`src/rtl/fetch_unit.sv`:
```
// Instruction fetch: one req/ack read per free queue slot, results buffered with their PCs.
// Latency pc_en->if_valid 2 cycles min (+memory waits); launches stall while the queue is full.

module fetch_fifo #(
   parameter int W     = 40,
   parameter int DEPTH = 2
) (
   input  logic         clk,
   input  logic         reset,
   input  logic         clear,
   input  logic         push,
   input  logic [W-1:0] push_dat,
   input  logic         pop,
   output logic         vld,
   output logic         full,
   output logic [W-1:0] head_dat
);
   localparam int PW = $clog2(DEPTH);
   localparam int CW = PW + 1;

   logic [W-1:0]  mem [DEPTH];
   logic [PW-1:0] rd_ptr;
   logic [PW-1:0] wr_ptr;
   logic [CW-1:0] count;

   always_ff @(posedge clk) begin
      if (push && !clear) mem[wr_ptr] <= push_dat;
   end

   // clear outranks any same-cycle push or pop
   always_ff @(posedge clk or negedge reset) begin
      if (!reset) begin
         rd_ptr <= '0;
         wr_ptr <= '0;
         count  <= '0;
      end else if (clear) begin
         rd_ptr <= '0;
         wr_ptr <= '0;
         count  <= '0;
      end else begin
         if (push) wr_ptr <= wr_ptr + 1'b1;
         if (pop)  rd_ptr <= rd_ptr + 1'b1;
         if (push && !pop)      count <= count + 1'b1;
         else if (pop && !push) count <= count - 1'b1;
      end
   end

   assign vld      = (count != '0);
   assign full     = (count == CW'(DEPTH));
   assign head_dat = mem[rd_ptr];
endmodule

module fetch_unit #(
   parameter int ADDR_W  = 8,
   parameter int INSTR_W = 32,
   parameter int QDEPTH  = 2
) (
   input  logic               clk,
   input  logic               reset,
   input  logic [ADDR_W-1:0]  pc_in,
   output logic               pc_en,
   input  logic               flush,
   output logic               imem_req,
   output logic [ADDR_W-1:0]  imem_addr,
   input  logic               imem_ack,
   input  logic [INSTR_W-1:0] imem_rdata,
   output logic               if_valid,
   input  logic               if_ready,
   output logic [INSTR_W-1:0] if_instr,
   output logic [ADDR_W-1:0]  if_pc
);
   typedef struct packed {
      logic [ADDR_W-1:0]  pc;
      logic [INSTR_W-1:0] instr;
   } entry_t;

   typedef enum logic [1:0] {S_IDLE, S_WAIT, S_DROP} state_t;

   state_t state;
   state_t state_nxt;
   logic   req_nxt;
   logic   launch;
   logic   push;
   logic   pop;
   logic   q_vld;
   logic   q_full;
   entry_t push_entry;
   entry_t head;

   // DROP keeps the request up until the memory acks, since a request is never withdrawn
   always_comb begin
      state_nxt = state;
      req_nxt   = imem_req;
      launch    = 1'b0;
      push      = 1'b0;
      case (state)
         S_IDLE: begin
            if (!q_full && !flush) begin
               launch    = 1'b1;
               req_nxt   = 1'b1;
               state_nxt = S_WAIT;
            end
         end
         S_WAIT: begin
            if (imem_ack) begin
               push      = !flush;
               req_nxt   = 1'b0;
               state_nxt = S_IDLE;
            end else if (flush) begin
               state_nxt = S_DROP;
            end
         end
         S_DROP: begin
            if (imem_ack) begin
               req_nxt   = 1'b0;
               state_nxt = S_IDLE;
            end
         end
         default: begin
            req_nxt   = 1'b0;
            state_nxt = S_IDLE;
         end
      endcase
   end

   always_ff @(posedge clk or negedge reset) begin
      if (!reset) begin
         state     <= S_IDLE;
         imem_req  <= 1'b0;
         imem_addr <= '0;
      end else begin
         state    <= state_nxt;
         imem_req <= req_nxt;
         if (launch) imem_addr <= pc_in;
      end
   end

   assign pc_en      = launch & reset;
   assign pop        = q_vld & if_ready;
   assign push_entry = '{pc: imem_addr, instr: imem_rdata};

   fetch_fifo #(
      .W     ($bits(entry_t)),
      .DEPTH (QDEPTH)
   ) u_queue (
      .clk      (clk),
      .reset    (reset),
      .clear    (flush),
      .push     (push),
      .push_dat (push_entry),
      .pop      (pop),
      .vld      (q_vld),
      .full     (q_full),
      .head_dat (head)
   );

   assign if_valid = q_vld;
   assign if_instr = q_vld ? head.instr : INSTR_W'(32'h0000_0013);
   assign if_pc    = q_vld ? head.pc : '0;
endmodule
```
`config.mk`:
```
export PLATFORM = sky130hd
export DESIGN_NAME = fetch_unit
export DESIGN_NICKNAME = d
export VERILOG_FILES = /design/src/rtl/fetch_unit.sv
export SDC_FILE = /design/constraint.sdc
export NUM_CORES = 1
export LEC_CHECK = 0
export CAP_MARGIN = 20
export CORE_UTILIZATION = 53
export DETAILED_ROUTE_END_ITERATION = 6
export PLACE_DENSITY_LB_ADDON = 0.1
export REMOVE_ABC_BUFFERS = 1
export SYNTH_ARGS = -nofsm -noshare
export SYNTH_HDL_FRONTEND = slang
export SYNTH_HIERARCHICAL = 1
export SYNTH_SLANG_ARGS = --single-unit
export TNS_END_PERCENT = 50
```
`constraint.sdc`:
```
create_clock -name clk -period 9.85 [get_ports clk]
set_clock_uncertainty 0.05 [all_clocks]
set_input_delay 1.4775 -clock clk [delete_from_list [all_inputs] [get_ports clk]]
set_output_delay 1.4775 -clock clk [all_outputs]
set_load 0.02 [all_outputs]
```
; Word level (Yosys, flattened, before mapping)
; Memories as Yosys holds them, arrays and structs flattened.
; Index checks and enable logic that the tools add are counted.
[totals]
register_bits = 15
latch_bits = 0
ram_bits = 80
rom_bits = 0
output_inout_bits = 51
elab_cells = 59
memories = 1
[op_classes]
n_addsub = 4
mul = 0
div_mod_pow = 0
magnitude_cmp = 0
eq_ne = 7
n_shift = 0
n_mux = 23
n_bitwise = 2
n_reduce_logical = 16
[mem_list]
columns = name, depth, width, read_ports, rd_ports_with_merged_regs, wr, line_no
row1 = u_queue.mem, 2, 40, 1, 0, 1, 21  ; logic [W-1:0] mem [DEPTH];
[op_table]
columns = cell, count
row1 = two-way mux 32 bit, 1
row2 = two-way mux 2 bit, 7
row3 = two-way mux 1 bit, 12
row4 = two-way mux 8 bit, 1
row5 = one-hot mux 2 bit (3 select lines), 1
row6 = nonzero test 2 bit, 3
row7 = equality test 2 bit (second input constant), 2
row8 = logical AND 1 bit, 4
row9 = logical NOT 1 bit, 4
row10 = != test 2 bit (second input constant), 2
row11 = != test 3 bit (second input constant), 1
row12 = AND reduction 3 bit, 1
row13 = nonzero test 3 bit, 1
row14 = adder 1 bit (second input constant), 2
row15 = adder 2 x 1 -> 2 bit (second input constant), 1
row16 = bitwise AND 1 bit, 2
row17 = equality test 2 x 1 -> 1 bit (second input constant), 1
row18 = logical NOT 2 bit, 1
row19 = != test 2 x 1 -> 1 bit (second input constant), 1
row20 = one-hot mux 1 bit (2 select lines), 1
row21 = AND reduction 2 bit, 1
row22 = OR reduction 2 bit, 1
row23 = subtractor 2 x 1 -> 2 bit (second input constant), 1

; Longest topological paths before layout
[depth]
ltp_word = 8
mapped_depth = 7
mapped_depth_nobuf = 7

; Modules after synthesis
; The synthesis kept the hierarchy.
[modules_own_cells]
columns = mod, instances, cells_each, area_per_inst_um2, seq_area_each_um2
row1 = fetch_fifo, 1, 145, 3134.3, 2502.4
row2 = fetch_unit, 1, 88, 797.0, 275.3

; Least setup slack after synthesis
; No wires, ideal clock.
[synth_path]
path_kind = input port to flip-flop
start = input flush
end = memory u_queue.mem[0][0] (enable)
setup_time_ps = 496
arrival_ps = 4811
slack_ps = 4493
stages = 3
path_buffers = 0
cell_sequence = nor2b_1 -> and2_1 -> nor3b_1
[synth_between]
elab_chain_len = 6
[synth_rtl]
columns = item, line_no
row1 = start: declaration, 62  ; input logic flush,
row2 = logical NOT 1 bit, 106  ; push = !flush;
row3 = two-way mux 1 bit, 105  ; if (imem_ack) begin
row4 = two-way mux 1 bit, 96  ; case (state)
row5 = named net push, 83  ; logic push;
row6 = logical AND 1 bit, 27  ; if (push && !clear) mem[wr_ptr] <= push_dat;
row7 = two-way mux 1 bit, 27
row8 = two-way mux 1 bit (not written as such), 27
row9 = end: declaration, 21
; The timed path passes the listed nets, and every way through them passes these cells.

; Final worst setup path
[layout_path]
start = input reset
end = output pc_en
[layout_between]
elab_chain_len = 1
[layout_rtl]
columns = item, line_no
row1 = start: declaration, 59  ; input logic reset,
row2 = bitwise AND 1 bit, 138  ; assign pc_en = launch & reset;
row3 = end: declaration, 61  ; output logic pc_en,
; No other way between the ends.

==> impl_metrics.json <==
{
  "diodes": 0,
  "synthTopCellsByCount": "edfxtp_1, mux2_2, and2_1",
  "drc": 0,
  "status": "finished, final reports clean",
  "drt-total-wl_mm": 7.00,
  "cts_hold_buffers": 0,
  "r2r_cells": 6,
  "p_switching_mw": 0.418,
  "yosysMostFrequentCell": "edfxtp_1",
  "critical-path-top-delay-family": "buffers and inverters",
  "clkPwrFrac_pct": 21.9,
  "ys_dominant_reg_cell": "edfxtp_1",
  "hold_depth": 0,
  "synth_top_family_by_area": "multiplexers",
  "startpoint_type": "input pin",
  "syn_inst": 233,
  "cts.sinks": 95,
  "fin_tns_setup_ns": 0,
  "start_util_pct": 54.5,
  "ys_types": 26,
  "synth_edf_count": 80,
  "grt_usage_pct": 18.9,
  "drtAntennaViolNets": 0,
  "die_area_um2": 7770,
  "period_share_pct": 48.9,
  "io_pins": 96,
  "post_cts_resized": 0,
  "cts_made_buffers": 9,
  "yosys_register_bits": 95,
  "worst_slack_ns": 5.03,
  "hold_class": "register to register",
  "cts_buffer_depth": 2,
  "finalHoldViolations": 0,
  "postCtsSetupBuffers": 0,
  "switching_share_pct": 32.0,
  "yosysWarnings": 6,
  "cp.required_ns": 8.32,
  "synth.area.top_cells": "edfxtp_1, mux2_2, dfrtp_1",
  "grt_max_degree": 43,
  "numPortBuffers": 95,
  "async_flop_share_pct": 15.8,
  "multi_input_area_um2": 1070,
  "p_per_area_nw_per_um2": 252,
  "syn_area_um2": 3930,
  "hpwl_mm": 4.34,
  "fp.dieH_um": 88.1,
  "fill_cells": 515,
  "synth-adder-area-share_pct": 0.955,
  "crit_path_top_delay_cell": "clkdlybuf4s50_1",
  "share_seq_of_total_power_pct": 41.2,
  "internal_power_mw": 0.888,
  "place_area_um2": 4950,
  "worstPathArrival_ns": 3.29,
  "yosysSeqAreaShare_pct": 70.7,
  "first_pass_iters": 4,
  "grt_pass1_vias": 2184,
  "slew-limit-headroom_pct": 32.8,
  "design_area_um2": 5180,
  "vias": 2193,
  "path_cells": "clkdlybuf4s50_1 > and3_2 > clkdlybuf4s50_1",
  "fmax_mhz": 208,
  "place_ws_ns": 5.00,
  "yosys.area_share.simple_pct": 9.77,
  "min-delay-start": "imem_addr[2]$_DFFE_PN0P_",
  "vias_per_cell": 5.04,
  "fin_util_pct": 71.7,
  "area_delta_synth_final_pct": 31.7,
  "p_leak_nw": 1.81,
  "period_needed_ns": 4.82,
  "wl_per_cell_um": 16.1,
  "r2r_start": "state[1]$_DFFE_PN0P_",
  "synth_compound_area_share_pct": 1.21,
  "crit_type": "input pin to primary output",
  "cp_max_fo": 16,
  "place.gp.congestion": 0.781,
  "regArea_um2": 2780,
  "critical_path_buf_inv_count": 2,
  "rsz0062_at_grt": "no",
  "drv_slew": 0,
  "worstHoldEndpoint": "u_queue/mem[1][34]$_DFFE_PP_",
  "combPwrFrac_pct": 36.9,
  "antenna_found_initial": 0,
  "drive_gt1_share_pct": 21.7,
  "regToRegSetupSlack_ns": 7.38,
  "worst_pin_slew_ns": 1.01,
  "yosys-mux-area-fraction_pct": 14.3,
  "core_area_um2": 7210,
  "htree_levels": 3,
  "clk_latency_ns": 0.35,
  "grt_pass1_wl_mm": 10.5,
  "cap_violations": 0,
  "synth_xor_area_share_pct": 0.891,
  "drtIter0Drc": 87,
  "syn_avg_cell_area_um2": 16.9,
  "ir_drop_uv": 160,
  "overflow": 0,
  "cts_tree": "done",
  "num_rows": 31,
  "setup_viol": 0,
  "end_kind": "primary output",
  "r2r_end": "u_queue/mem[0][31]$_DFFE_PP_",
  "final_nets": 379,
  "fp.dieW_um": 88.1,
  "crit_top_cell": "clkdlybuf4s50_1",
  "root_buffer": "clkbuf_8",
  "yosysTopAreaCell": "edfxtp_1",
  "synth_top_cell_area_share_pct": 61.1,
  "cpPeakStageDelay_ns": 0.91,
  "clk_pin_slew_worst_paths_ns": 0.10
}
==> power by group through the flow <==
stage	Sequential (mW)	Clock, mW	Combinational [mW]
after CTS	0.538	0.292	0.489
after global placement	0.545	0	0.481
after detailed placement	0.546	0	0.485
after global routing	0.545	0.308	0.516
after floorplan	0.555	0	0.254
final	0.538	0.286	0.482
==> cells in the final DEF (no fill, tap or decap), types with 2 or more instances in the layout <==
master / count
a21oi_1: 4
and2_1: 39
bufinv_16: 2
clkbuf_8: 9
clkdlybuf4s50_1: 95
dfrtp_1: 14
edfxtp_1: 80
ha_1: 3
inv_1: 4
inv_6: 2
mux2_2: 46
mux2_4: 3
nand2b_1: 4
nor2_1: 5
nor2b_1: 2
nor3b_2: 2
o21ai_0: 3
xnor2_1: 3
==> how the worst max path moves through the flow <==
stage / from / end / slack, ns / cells after the start
floorplan: flush / u_queue/mem[0][0]$_DFFE_PP_ / 4.49 / 3
global placement: reset / pc_en / 5.01 / 3
detailed placement: reset / pc_en / 5.00 / 3
CTS: reset / pc_en / 4.99 / 3
global route: reset / pc_en / 4.89 / 3
finish: reset / pc_en / 5.03 / 3
==> flip-flops by register name (all words and copies together) (netlist names) <==
signal,flops
imem_req,1
u_queue/count,2
imem_addr,8
u_queue/mem,80
u_queue/wr_ptr,1
u_queue/rd_ptr,1
state,2
==> stage by stage <==
step                      instances  power (mW)  hold slack (ns)
after floorplan                 224       0.809            0.467
after global placement          419        1.03            0.423
after detailed placement        419        1.03            0.435
after CTS                       435        1.32            0.465
after global routing            435        1.37            0.483
final                           435        1.31            0.464
==> area by class of cell <==
class,count,share of cell area (%)
repair buffers,96,18.5
clock inverters,7,1.98
inverters,4,0.290
flip-flops and latches,95,53.7
well taps,99,2.39
clock buffers,9,2.39
multi-input cells,125,20.7
==> cells by family (layout without fill, tap and decap cells) <==
group | after synthesis | after routing
muxes | 49 | 49
xor gates and xnor gates | 4 | 4
and+or+nand+nor | 60 | 60
adders and majority gates | 3 | 3
AOI/OAI and AO/OA | 9 | 9
DFF | 95 | 95
buffers and inverters | 13 | 116
==> worst reg2reg max path, stage by stage, from the launching register on <==
cell     delay, ns
dfrtp_1       0.43
inv_1         0.09
ha_1          0.19
nor2b_1       0.16
and2_1        0.26
nor3b_2       0.39
buf_4         0.53
==> layer usage <==
metal / vias up / wire length [um] / global-route usage [%]
li1: 1043 / - / -
met1: 1075 / 2900 / 22.8
met2: 66 / 3540 / 31.2
met3: 9 / 430 / 5.47
met4: 0 / 129 / 9.53
met5: - / 0 / 0
Note: power is estimated with default switching activity, not from simulation.
